File: src/rtl/weight_seq_pkg.sv
// rtl/weight_seq_pkg.sv - shared types and widths for the weight sequencer
package weight_seq_pkg;

  localparam int WR_CNT_W = 26;
  localparam int RD_CNT_W = 20;
  localparam int WORD_W   = 72;

  typedef enum logic [2:0] {
    IDLE,
    CALC,
    LOAD,
    LWAIT,
    ARM,
    READ,
    DRAIN,
    DONE
  } state_e;

endpackage

File: src/rtl/weight_sequencer.sv
// rtl/weight_sequencer.sv - loads one layer of weights into the manager and replays them per tile
module weight_sequencer
  import weight_seq_pkg::*;
#(
  parameter int CI_W   = 10,
  parameter int CO_W   = 10,
  parameter int PASS_W = 16,
  parameter int RD_LAT = 4
) (
  input  logic              clk,
  input  logic              rst,
  input  logic              start,
  input  logic [CI_W-1:0]   cfg_ci_groups,
  input  logic [CO_W-1:0]   cfg_co_groups,
  input  logic [PASS_W-1:0] cfg_num_passes,
  input  logic [WORD_W-1:0] s_wdata,
  input  logic              s_wvalid,
  output logic              s_wready,
  output logic              wm_write_mode,
  output logic              wm_data_valid,
  output logic [WORD_W-1:0] wm_data_in,
  input  logic              wm_write_complete,
  output logic              wm_read_en,
  input  logic              wm_read_complete,
  input  logic              cons_ready,
  output logic              pass_start,
  output logic              pass_done,
  output logic              busy,
  output logic              done,
  output logic              cfg_err
);

  state_e              state_q;
  logic [CI_W-1:0]     ci_q;
  logic [CO_W-1:0]     co_q;
  logic [PASS_W-1:0]   passes_q;
  logic [PASS_W-1:0]   pass_rem_q;
  logic [WR_CNT_W-1:0] wr_total_q;
  logic [RD_CNT_W-1:0] rd_total_q;
  logic [WR_CNT_W-1:0] wr_cnt_q;
  logic [RD_CNT_W-1:0] rd_cnt_q;
  logic [7:0]          drain_cnt_q;
  logic                pass_start_q;
  logic                pass_done_q;
  logic                done_q;
  logic                cfg_err_q;

  logic [WR_CNT_W-1:0] wr_total_d;
  logic [RD_CNT_W-1:0] rd_total_d;
  logic [WR_CNT_W-1:0] wr_cnt_d;
  logic [RD_CNT_W-1:0] rd_last;
  logic                beat;
  logic                cfg_zero;

  // Products are formed from the latched config and captured in CALC, keeping the multiply off the start path.
  assign wr_total_d = WR_CNT_W'({ci_q, 3'b000}) * WR_CNT_W'({co_q, 3'b000});
  assign rd_total_d = RD_CNT_W'(ci_q) * RD_CNT_W'(co_q);
  assign wr_cnt_d   = wr_cnt_q + WR_CNT_W'(1);
  assign rd_last    = rd_total_q - RD_CNT_W'(1);
  assign cfg_zero   = (cfg_ci_groups == '0) || (cfg_co_groups == '0) || (cfg_num_passes == '0);

  // Stream and manager handshakes are plain decodes of the state register.
  assign s_wready      = (state_q == LOAD);
  assign wm_write_mode = (state_q == LOAD) || (state_q == LWAIT);
  assign wm_read_en    = (state_q == READ);
  assign wm_data_valid = s_wvalid & s_wready;
  assign wm_data_in    = s_wdata;
  assign beat          = wm_data_valid;
  assign busy          = (state_q != IDLE);
  assign pass_start    = pass_start_q;
  assign pass_done     = pass_done_q;
  assign done          = done_q;
  assign cfg_err       = cfg_err_q;

  // Layer sequencing: load once, then replay the full weight set once per remaining pass.
  always_ff @(posedge clk) begin
    if (rst) begin
      state_q      <= IDLE;
      ci_q         <= '0;
      co_q         <= '0;
      passes_q     <= '0;
      pass_rem_q   <= '0;
      wr_total_q   <= '0;
      rd_total_q   <= '0;
      wr_cnt_q     <= '0;
      rd_cnt_q     <= '0;
      drain_cnt_q  <= '0;
      pass_start_q <= 1'b0;
      pass_done_q  <= 1'b0;
      done_q       <= 1'b0;
      cfg_err_q    <= 1'b0;
    end else begin
      pass_start_q <= 1'b0;
      pass_done_q  <= 1'b0;
      done_q       <= 1'b0;
      case (state_q)
        IDLE: begin
          if (start) begin
            ci_q      <= cfg_ci_groups;
            co_q      <= cfg_co_groups;
            passes_q  <= cfg_num_passes;
            wr_cnt_q  <= '0;
            rd_cnt_q  <= '0;
            cfg_err_q <= cfg_zero;
            state_q   <= cfg_zero ? DONE : CALC;
          end
        end
        CALC: begin
          wr_total_q <= wr_total_d;
          rd_total_q <= rd_total_d;
          state_q    <= LOAD;
        end
        LOAD: begin
          if (beat) begin
            wr_cnt_q <= wr_cnt_d;
            if (wr_cnt_d == wr_total_q) state_q <= LWAIT;
          end
        end
        LWAIT: begin
          // write_mode must stay up until the manager confirms; dropping it clears its counters.
          if (wm_write_complete) begin
            pass_rem_q <= passes_q;
            state_q    <= ARM;
          end
        end
        ARM: begin
          if (pass_rem_q == '0) begin
            state_q <= DONE;
          end else if (cons_ready) begin
            rd_cnt_q     <= '0;
            pass_start_q <= 1'b1;
            state_q      <= READ;
          end
        end
        READ: begin
          rd_cnt_q    <= rd_cnt_q + RD_CNT_W'(1);
          drain_cnt_q <= '0;
          if (rd_cnt_q == rd_last) state_q <= DRAIN;
        end
        DRAIN: begin
          if (drain_cnt_q != 8'hff) drain_cnt_q <= drain_cnt_q + 8'd1;
          if (wm_read_complete) begin
            pass_done_q <= 1'b1;
            pass_rem_q  <= pass_rem_q - PASS_W'(1);
            state_q     <= ARM;
          end
        end
        DONE: begin
          done_q  <= 1'b1;
          state_q <= IDLE;
        end
        default: state_q <= IDLE;
      endcase
    end
  end

  // Manager strobes outside their waiting state, or a read_complete later than the pipe depth, indicate a broken handshake.
  a_wc_state: assert property (@(posedge clk) disable iff (rst) wm_write_complete |-> (state_q == LWAIT));
  a_rc_state: assert property (@(posedge clk) disable iff (rst) wm_read_complete |-> (state_q == DRAIN));
  a_rc_late:  assert property (@(posedge clk) disable iff (rst) (state_q == DRAIN) |-> (drain_cnt_q < 8'(RD_LAT)));

endmodule

File: config.mk
export PLATFORM = sky130hd
export DESIGN_NAME = weight_sequencer
export DESIGN_NICKNAME = d
export VERILOG_FILES = /design/src/rtl/weight_seq_pkg.sv /design/src/rtl/weight_sequencer.sv
export SDC_FILE = /design/constraint.sdc
export NUM_CORES = 1
export LEC_CHECK = 0
export ABC_AREA = 1
export BUFFER_PORTS_ARGS = -buffer_cell sky130_fd_sc_hd__buf_2
export CORE_ASPECT_RATIO = 1.1
export CORE_MARGIN = 4
export CORE_UTILIZATION = 30
export CTS_BUF_LIST = sky130_fd_sc_hd__clkbuf_8 sky130_fd_sc_hd__clkbuf_16
export DETAILED_ROUTE_END_ITERATION = 16
export PLACE_DENSITY_LB_ADDON = 0.08
export SLEW_MARGIN = 10
export SYNTH_ARGS = -nofsm -noshare
export SYNTH_HDL_FRONTEND = slang
export SYNTH_SLANG_ARGS = --single-unit
File: constraint.sdc
create_clock -name clk -period 5.7 [get_ports clk]
set_input_delay 1.14 -clock clk [delete_from_list [all_inputs] [get_ports clk]]
set_output_delay 1.14 -clock clk [all_outputs]
set_load 0.005 [all_outputs]
# ---- After elaboration in Yosys (flattened, before gate mapping)
# Cells that the tools add are included.
dict set report totals {
  output_inout_bits 81
  regBits 145
}
dict set report op_classes {
  muxes 23
  bitwise 3
  reduce_logical 19
  eq_ne 18
  mul 2
  n_addsub 4
}
# op count
set op_table {}
lappend op_table {{$mux 20} 3}
lappend op_table {{$pmux 20 s3} 1}
lappend op_table {{$mux 26} 2}
lappend op_table {{$pmux 26 s2} 1}
lappend op_table {{$mul 10x10->20} 2}
lappend op_table {{$logic_not 16->1} 2}
lappend op_table {{$mux 16} 2}
lappend op_table {{$pmux 16 s2} 1}
lappend op_table {{$mux 3} 9}
lappend op_table {{$add 26x1->26 const B} 1}
lappend op_table {{$eq 26x26->1} 1}
lappend op_table {{$pmux 3 s8} 1}
lappend op_table {{$add 20x1->20 const B} 1}
lappend op_table {{$eq 20x20->1} 1}
lappend op_table {{$logic_not 10->1} 2}
lappend op_table {{$sub 20x1->20 const B} 1}
lappend op_table {{$sub 16x1->16 const B} 1}
lappend op_table {{$eq 3x3->1 const B} 4}
lappend op_table {{$ne 2x2->1 const B} 5}
lappend op_table {{$reduce_and 7->1} 1}
lappend op_table {{$eq 3x2->1 const B} 2}
lappend op_table {{$ne 2x1->1 const B} 3}
lappend op_table {{$reduce_and 3->1} 2}
lappend op_table {{$reduce_bool 3->1} 2}
lappend op_table {{12 further kinds} 18}

# ---- Longest topological paths before layout
# Gate-level depths: netlist of the first run.
dict set report depth {
  depth_word 6
  ltp_mapped 23
  mapped_depth_nobuf 22
}

# ---- Worst setup path after synthesis of the first run
# OpenSTA, ideal clock, no wires.
dict set report synth_path {
  path_type {register to register}
  from {register ci_q[5]}
  to {register rd_total_q[17]}
  slack_ns 0.698
  stages_incl_launch_ff 23
  setup_time_ns 0.115
  arrival_ns 4.887
  n_path_buf 1
  period_less_slack_ns 5.002
  t_required_ns 5.585
  path_cell_list {dfxtp_1 clkbuf_1 nand2_1 fa_1 inv_1 fa_1 inv_1 fa_1 inv_1 fa_1 inv_1 fa_1 inv_1 ha_1 nand2_1 nor2_1 inv_1 o21ai_0 a21oi_1 o21ai_0 xor2_1 o21ai_0 inv_1}
}
dict set report synth_between {
  elab_chain_len 1
}
# item line_no
set synth_lines {}
lappend synth_lines {{start: declaration} weight_sequencer.sv:34} ;# logic [CI_W-1:0] ci_q;
lappend synth_lines {{start signal: assignment} weight_sequencer.sv:99} ;# ci_q <= cfg_ci_groups;
lappend synth_lines {{$mul 10x10->20} weight_sequencer.sv:57} ;# assign rd_total_d = RD_CNT_W'(ci_q) * RD_CNT_W'(co_q);
lappend synth_lines {{end signal: assignment} weight_sequencer.sv:110} ;# rd_total_q <= rd_total_d;
lappend synth_lines {{end: declaration} weight_sequencer.sv:39} ;# logic [RD_CNT_W-1:0] rd_total_q;
# Every way passes these cells.
# A chain may end at the register's enable or synchronous reset.

# ---- Worst setup path after layout of the first run
dict set report layout_path {
  from {register co_q[3]}
  to {register rd_total_q[17]}
}
dict set report layout_between {
  elab_chain_len 1
}
# item line_no
set layout_lines {}
lappend layout_lines {{start: declaration} weight_sequencer.sv:35} ;# logic [CO_W-1:0] co_q;
lappend layout_lines {{start signal: assignment} weight_sequencer.sv:100} ;# co_q <= cfg_co_groups;
lappend layout_lines {{$mul 10x10->20} weight_sequencer.sv:57}
# Every way passes these cells.

==> results.yml, run 1 <==
outcome:
  status: "completed"
timing:
  rsz0062_at_grt: "no"
  maxSlewHeadroom_pct: 37.6
  whs_ps: 465
  final-hold-violation-count: 0
  tightestPinTransition_ps: 936
  layout_setup_ws_ps: 406
  fin_crit_sh_pct: 92.9
  fin_skew_ps: 17.1
  slew_violations: 0
  period_needed_ps: 5290
  max_freq_mhz: 189
  setup_viol: 0
  setup-tns-final_ps: 0
die:
  die_h_um: 214
  fp.dieW_um: 195
  start_util_pct: 30.4
  die_area_um2: 41800
  io-pin-count: 196
  coreArea_um2: 38100
  num_rows: 75
clock_network:
  clk_latency_ps: 440
  cts_made_buffers: 17
  tritoncts: "yes"
  cts_setup_buffers: 0
  htree_levels: 4
  clock_tree.root_cell: "clkbuf_16"
  ctsResizeCount: 0
  clockBufferDepth: 2
  clkTransAtPathRegs_ps: 70
  clkSinkCount: 125
  cts_hold_buffers: 0
global_route:
  grt_pass1_wl_um: 56400
  grt_overflow: 0
  grt_max_degree: 55
  antenna_found_initial: 0
  grt.total_usage_pct: 16.7
  first_global_vias: 10400
placement:
  dp_slack_ps: 388
  gp_congestion: 0.841
  io_buffers: 51
  dp_hpwl_um: 27600
yosys:
  synth_area_leaders: "dfxtp_1, nand2_1, fa_1"
  synth.yosys.seq_area_share_pct: 21.6
  ys_ff_latch: 125
  synth_top_area_share_pct: 21.6
  synth_area_per_cell_um2: 6.66
  syn_nets: 1976
  syn-cell-area_um2: 11600
  syn_inst: 1740
  ys_types: 50
  ys.flop_type: "dfxtp_1"
  ys_warn_count: 0
  synth_edf_count: 0
  yosys.area.top_type: "dfxtp_1"
  synth-async-reset-ratio_pct: 0
final_layout:
  area_growth_pct: 6.66
  drive_gt1_share_pct: 9.83
  antenna_cells: 0
  post-route-util_pct: 32.4
  nets: 1922
worst_setup_path:
  crit_chain: "nand2_1, fa_1, inv_1, fa_1, inv_1, fa_1, inv_1, fa_1, inv_1, fa_1, inv_1, ha_1, nand2_1, nor2_1, inv_1, o21ai_0, a21oi_1, o21ai_0, xor2_1, o21ai_0, inv_1"
  rr_endpoint: "rd_total_q[17]$_SDFFE_PP0N_"
  r2r-start: "co_q[3]$_SDFFE_PP0P_"
  crit_arrival_ps: 5620
  reg2reg_depth: 21
  regToRegSetupSlack_ps: 410
  critPathLaunch: "co_q[3]$_SDFFE_PP0P_"
  cpPeakStageDelay_ps: 570
  required_ps: 6020
  worst_setup_path_start_kind: "flop"
  end_kind: "flop"
  crit_path_max_fanout: 11
  cp_common_cell: "inv_1"
  critPathKind: "flop to flop"
  slowest_stage: "dfxtp_1"
power:
  power.density_nw_per_um2: 353
  leakagePower_nw: 6.07
  vdd.ir_drop.worst_mv: 0.226
routing:
  drt-pass1-iter-count: 7
  vias: 10400
  avgViaCountPerCell: 4.72
  ant_nets: 0
  wl_per_cell_um: 15.9
  drc: 0
  drt-initial-drc-count: 466
  routed_wl_um: 35100
job:
  maxCapViolCount: 0
min_path:
  holdPathEnd: "passes_q[2]$_SDFFE_PP0P_"
  hp-start: "passes_q[2]$_SDFFE_PP0P_"
  hold_depth: 2
  hp-class: "flop to flop"
[critical path: cells and delay by family, from the launching register on]
| family | cells | cell delay, ps |
|---|---|---|
| AO/OA/AOI/OAI | 4 | 870 |
| adder cells (fa/ha/maj) | 6 | 2930 |
| buffers and inverters | 7 | 380 |
| AND/OR/NAND/NOR | 3 | 350 |
| XOR/XNOR | 1 | 80 |
| flip-flops | 1 | 570 |
[registers in the layout, summed over array words and instances (netlist names)]
| signal | cells |
|---|---|
| pass_done | 1 |
| cfg_err | 1 |
| pass_rem_q | 16 |
| pass_start | 1 |
| ci_q | 10 |
| state_q | 3 |
| rd_total_q | 20 |
| wr_cnt_q | 26 |
| done | 1 |
| co_q | 10 |
| rd_cnt_q | 20 |
| passes_q | 16 |
[per-stage QoR]
step                instance area [um^2]  cells  power (mW)
floorplan                          11600   1740        2.72
global route                       12400   2199        4.72
detailed placement                 11800   2167        3.26
finish                             12400   2199        4.36
CTS                                12400   2199        4.43
global placement                   11800   2167        3.25
[cells by family after synthesis]
group / after synthesis / synth area share [%]
AO/OA/AOI/OAI: 233 / 11.0
flip-flops: 125 / 21.6
adder cells (fa/ha/maj): 121 / 17.1
XOR/XNOR: 45 / 3.40
AND/OR/NAND/NOR: 807 / 31.0
buffers and inverters: 409 / 15.8
[routing by layer]
layer	GRT usage [%]	up-vias	routed length, um
li1	-	5322	-
met1	21.6	4813	16100
met2	28.6	207	16900
met3	2.99	41	1300
met4	4.61	0	712
met5	0.116	-	0
[synthesized netlist by cell type, types with 2 or more instances]
| library cell | number |
|---|---|
| o21bai_1 | 2 |
| a21oi_1 | 141 |
| o22ai_1 | 3 |
| nand3_2 | 2 |
| buf_6 | 3 |
| ha_1 | 59 |
| nor3_2 | 2 |
| nand2_4 | 2 |
| buf_2 | 5 |
| a31oi_1 | 3 |
| o21ai_0 | 56 |
| nand3b_1 | 12 |
| xor2_1 | 30 |
| clkbuf_1 | 56 |
| inv_2 | 9 |
| xnor2_1 | 15 |
| nor2_2 | 10 |
| inv_1 | 262 |
| or2_2 | 6 |
| nor4_1 | 10 |
| buf_4 | 72 |
| nand4_1 | 14 |
| a21o_1 | 3 |
| nor3_1 | 17 |
| o31ai_1 | 3 |
| a211oi_1 | 4 |
| dfxtp_1 | 125 |
| nor2_1 | 111 |
| o211ai_1 | 7 |
| nor2_4 | 11 |
| fa_1 | 62 |
| nand2_2 | 15 |
| o21bai_2 | 4 |
| nand3_1 | 146 |
| nand2_1 | 443 |
[cell type report]
type                       count  area [um^2]
multi-input combinational   1206         7250
inverter                     272         1020
fill                        4267        25700
clock inverter                15          174
sequential                   125         2500
timing repair buffer          64          355
clock buffer                  17          425
tap                          500          626
[power breakdown]
| part | internal, mW | switching, mW | total, mW |
|---|---|---|---|
| sequential | 1.01 | 0.215 | 1.22 |
| clock | 0.661 | 0.494 | 1.16 |
| combinational | 0.644 | 1.34 | 1.98 |
| total | 2.31 | 2.05 | 4.36 |
[how the worst max path moves through the flow]
stage                                              to  cells past startpoint
final                     rd_total_q[17]$_SDFFE_PP0N_                     21
after global routing      rd_total_q[17]$_SDFFE_PP0N_                     21
after CTS                 rd_total_q[17]$_SDFFE_PP0N_                     21
after detailed placement  rd_total_q[17]$_SDFFE_PP0N_                     21
after global placement    rd_total_q[17]$_SDFFE_PP0N_                     21
after floorplan           rd_total_q[17]$_SDFFE_PP0N_                     22
[cell usage in the layout (no fill, tap or decap), drive strengths merged, types with 17 or more instances in the layout]
cell type  instances
fa                62
nor3              20
nor2             132
buf               64
a21oi            143
xor2              30
inv              280
clkbuf            17
nand2            460
dfxtp            125
o21ai             57
nand3            149
ha                59
Note: power is estimated with default switching activity, not from simulation.
==> run 2: changes to the inputs <==
--- a/config.mk
+++ b/config.mk
@@ -10,7 +10,7 @@
 export CORE_ASPECT_RATIO = 1.1
 export CORE_MARGIN = 4
 export CORE_UTILIZATION = 30
-export CTS_BUF_LIST = sky130_fd_sc_hd__clkbuf_8 sky130_fd_sc_hd__clkbuf_16
+export CTS_BUF_LIST = sky130_fd_sc_hd__clkbuf_4 sky130_fd_sc_hd__clkbuf_8
 export DETAILED_ROUTE_END_ITERATION = 16
 export PLACE_DENSITY_LB_ADDON = 0.08
 export SLEW_MARGIN = 10
==> results.yml, run 2 (synthesis results as in run 1) <==
worst_setup_path:
  critPathKind: "flop to flop"
  r2r-start: "ci_q[1]$_SDFFE_PP0P_"
  crit_chain: "nand2_1, fa_1, fa_1, inv_1, fa_1, fa_1, inv_1, fa_1, inv_1, ha_1, nand2_1, nor2_1, inv_1, o21ai_0, a21oi_1, o21ai_0, xor2_1, o21ai_0, inv_1"
  crit_arrival_ps: 5650
  reg2reg_depth: 19
  cpPeakStageDelay_ps: 630
  crit_path_max_fanout: 11
  worst_setup_path_start_kind: "flop"
  rr_endpoint: "rd_total_q[17]$_SDFFE_PP0N_"
  regToRegSetupSlack_ps: 410
  slowest_stage: "dfxtp_1"
  end_kind: "flop"
  required_ps: 6060
final_layout:
  fillers: 4287
  final_cell_mix: "nand2_1, inv_1, nand3_1"
  design_area_um2: 12200
  final_common_cell: "nand2_1"
  reg_top3: "wr_cnt_q x26, rd_cnt_q x20, rd_total_q x20"
  seq_area_um2: 2500
  antenna_cells: 0
  drive_gt1_share_pct: 9.89
  area_growth_pct: 5.02
  largest_register: "wr_cnt_q"
  largest_register_ffs: 26
  nets: 1922
  multiInputGateArea_um2: 7250
die:
  coreArea_um2: 38100
  die_area_um2: 41800
  die_h_um: 214
  start_util_pct: 30.4
  io-pin-count: 196
  num_rows: 75
  fp.dieW_um: 195
timing:
  setup_viol: 0
  fin_skew_ps: 22.7
  tightestPinTransition_ps: 940
  rsz0062_at_grt: "no"
  slew_violations: 0
  whs_ps: 468
  period_needed_ps: 5290
  max_freq_mhz: 189
  final-hold-violation-count: 0
  setup-tns-final_ps: 0
  fin_crit_sh_pct: 92.8
  maxSlewHeadroom_pct: 37.3
placement:
  io_buffers: 51
  place_area_um2: 11800
  dp_hpwl_um: 27600
  gp_congestion: 0.841
routing:
  vias: 10400
  ant_nets: 0
  drc: 0
  drt-pass1-iter-count: 7
  drt-initial-drc-count: 414
  avgViaCountPerCell: 4.72
  routed_wl_um: 35000
  wl_per_cell_um: 15.9
clock_network:
  cts_setup_buffers: 0
  clockBufferDepth: 2
  clk_latency_ps: 470
  clkTransAtPathRegs_ps: 90
  clkSinkCount: 125
  clock_tree.root_cell: "clkbuf_8"
  ctsResizeCount: 0
  cts_made_buffers: 17
  tritoncts: "yes"
  cts_hold_buffers: 0
  htree_levels: 4
job:
  maxCapViolCount: 0
global_route:
  grt_overflow: 0
  first_global_vias: 10400
  grt_max_degree: 55
  grt_pass1_wl_um: 56400
  antenna_found_initial: 0
  grt.total_usage_pct: 16.7
outcome:
  status: "completed"
min_path:
  hold_depth: 2
  hp-start: "passes_q[13]$_SDFFE_PP0P_"
  holdPathEnd: "passes_q[13]$_SDFFE_PP0P_"
  hp-class: "flop to flop"
power:
  power.density_nw_per_um2: 334
  leakagePower_nw: 5.98
  vdd.ir_drop.worst_mv: 0.171
[run 2: cell type report]
cell class / count / share of cell area [%]
Timing Repair Buffer: 64 / 2.92
Clock inverter: 15 / 1.43
Tap cell: 500 / 5.14
Multi-Input combinational cell: 1206 / 59.6
Sequential cell: 125 / 20.6
Clock buffer: 17 / 1.92
Inverter: 272 / 8.39
[run 2: report_power, final]
part | internal (mW) | switching, mW | total (mW) | leakage (nW)
registers | 1.01 | 0.215 | 1.22 | 1.02
clock network | 0.405 | 0.454 | 0.859 | 0.207
logic | 0.645 | 1.34 | 1.98 | 4.76
[run 2: per-layer routing]
metal	up-vias	part of all wire, %	GRT usage, %
met5	-	0	0.116
met4	0	1.9	4.42
met3	32	3.7	3.02
met2	210	48	28.7
met1	4830	46	21.6
li1	5312	-	-
[run 2: stage by stage]
step / instances / worst slack, ps / power (mW) / utilization (%)
detailed placement: 2167 / 388 / 3.26 / 30.9
floorplan: 1740 / 698 / 2.72 / -
finish: 2199 / 408 / 4.06 / 31.9
CTS: 2199 / 354 / 4.13 / 31.9
global route: 2199 / 29.5 / 4.43 / 31.9
global placement: 2167 / 400 / 3.25 / 30.9
[run 2: how the worst max path moves through the flow]
| stage | startpoint | to | slack (ps) | depth (start not counted) |
|---|---|---|---|---|
| 2_1_floorplan | ci_q[5]$_SDFFE_PP0P_ | rd_total_q[17]$_SDFFE_PP0N_ | 700 | 22 |
| 3_3_place_gp | co_q[3]$_SDFFE_PP0P_ | rd_total_q[17]$_SDFFE_PP0N_ | 400 | 21 |
| 3_5_place_dp | co_q[3]$_SDFFE_PP0P_ | rd_total_q[17]$_SDFFE_PP0N_ | 390 | 21 |
| 4_1_cts | co_q[3]$_SDFFE_PP0P_ | rd_total_q[17]$_SDFFE_PP0N_ | 350 | 21 |
| 5_1_grt | co_q[2]$_SDFFE_PP0P_ | rd_total_q[17]$_SDFFE_PP0N_ | 30 | 21 |
| 6_report | ci_q[1]$_SDFFE_PP0P_ | rd_total_q[17]$_SDFFE_PP0N_ | 410 | 19 |
[run 2: worst max-delay path: cells and delay by family (launching register included)]
family	cells	cell delay [ps]
simple gates	3	360
flops	1	630
fa+ha+maj	6	2970
compound gates	4	870
buf+inv	5	260
xor+xnor	1	80
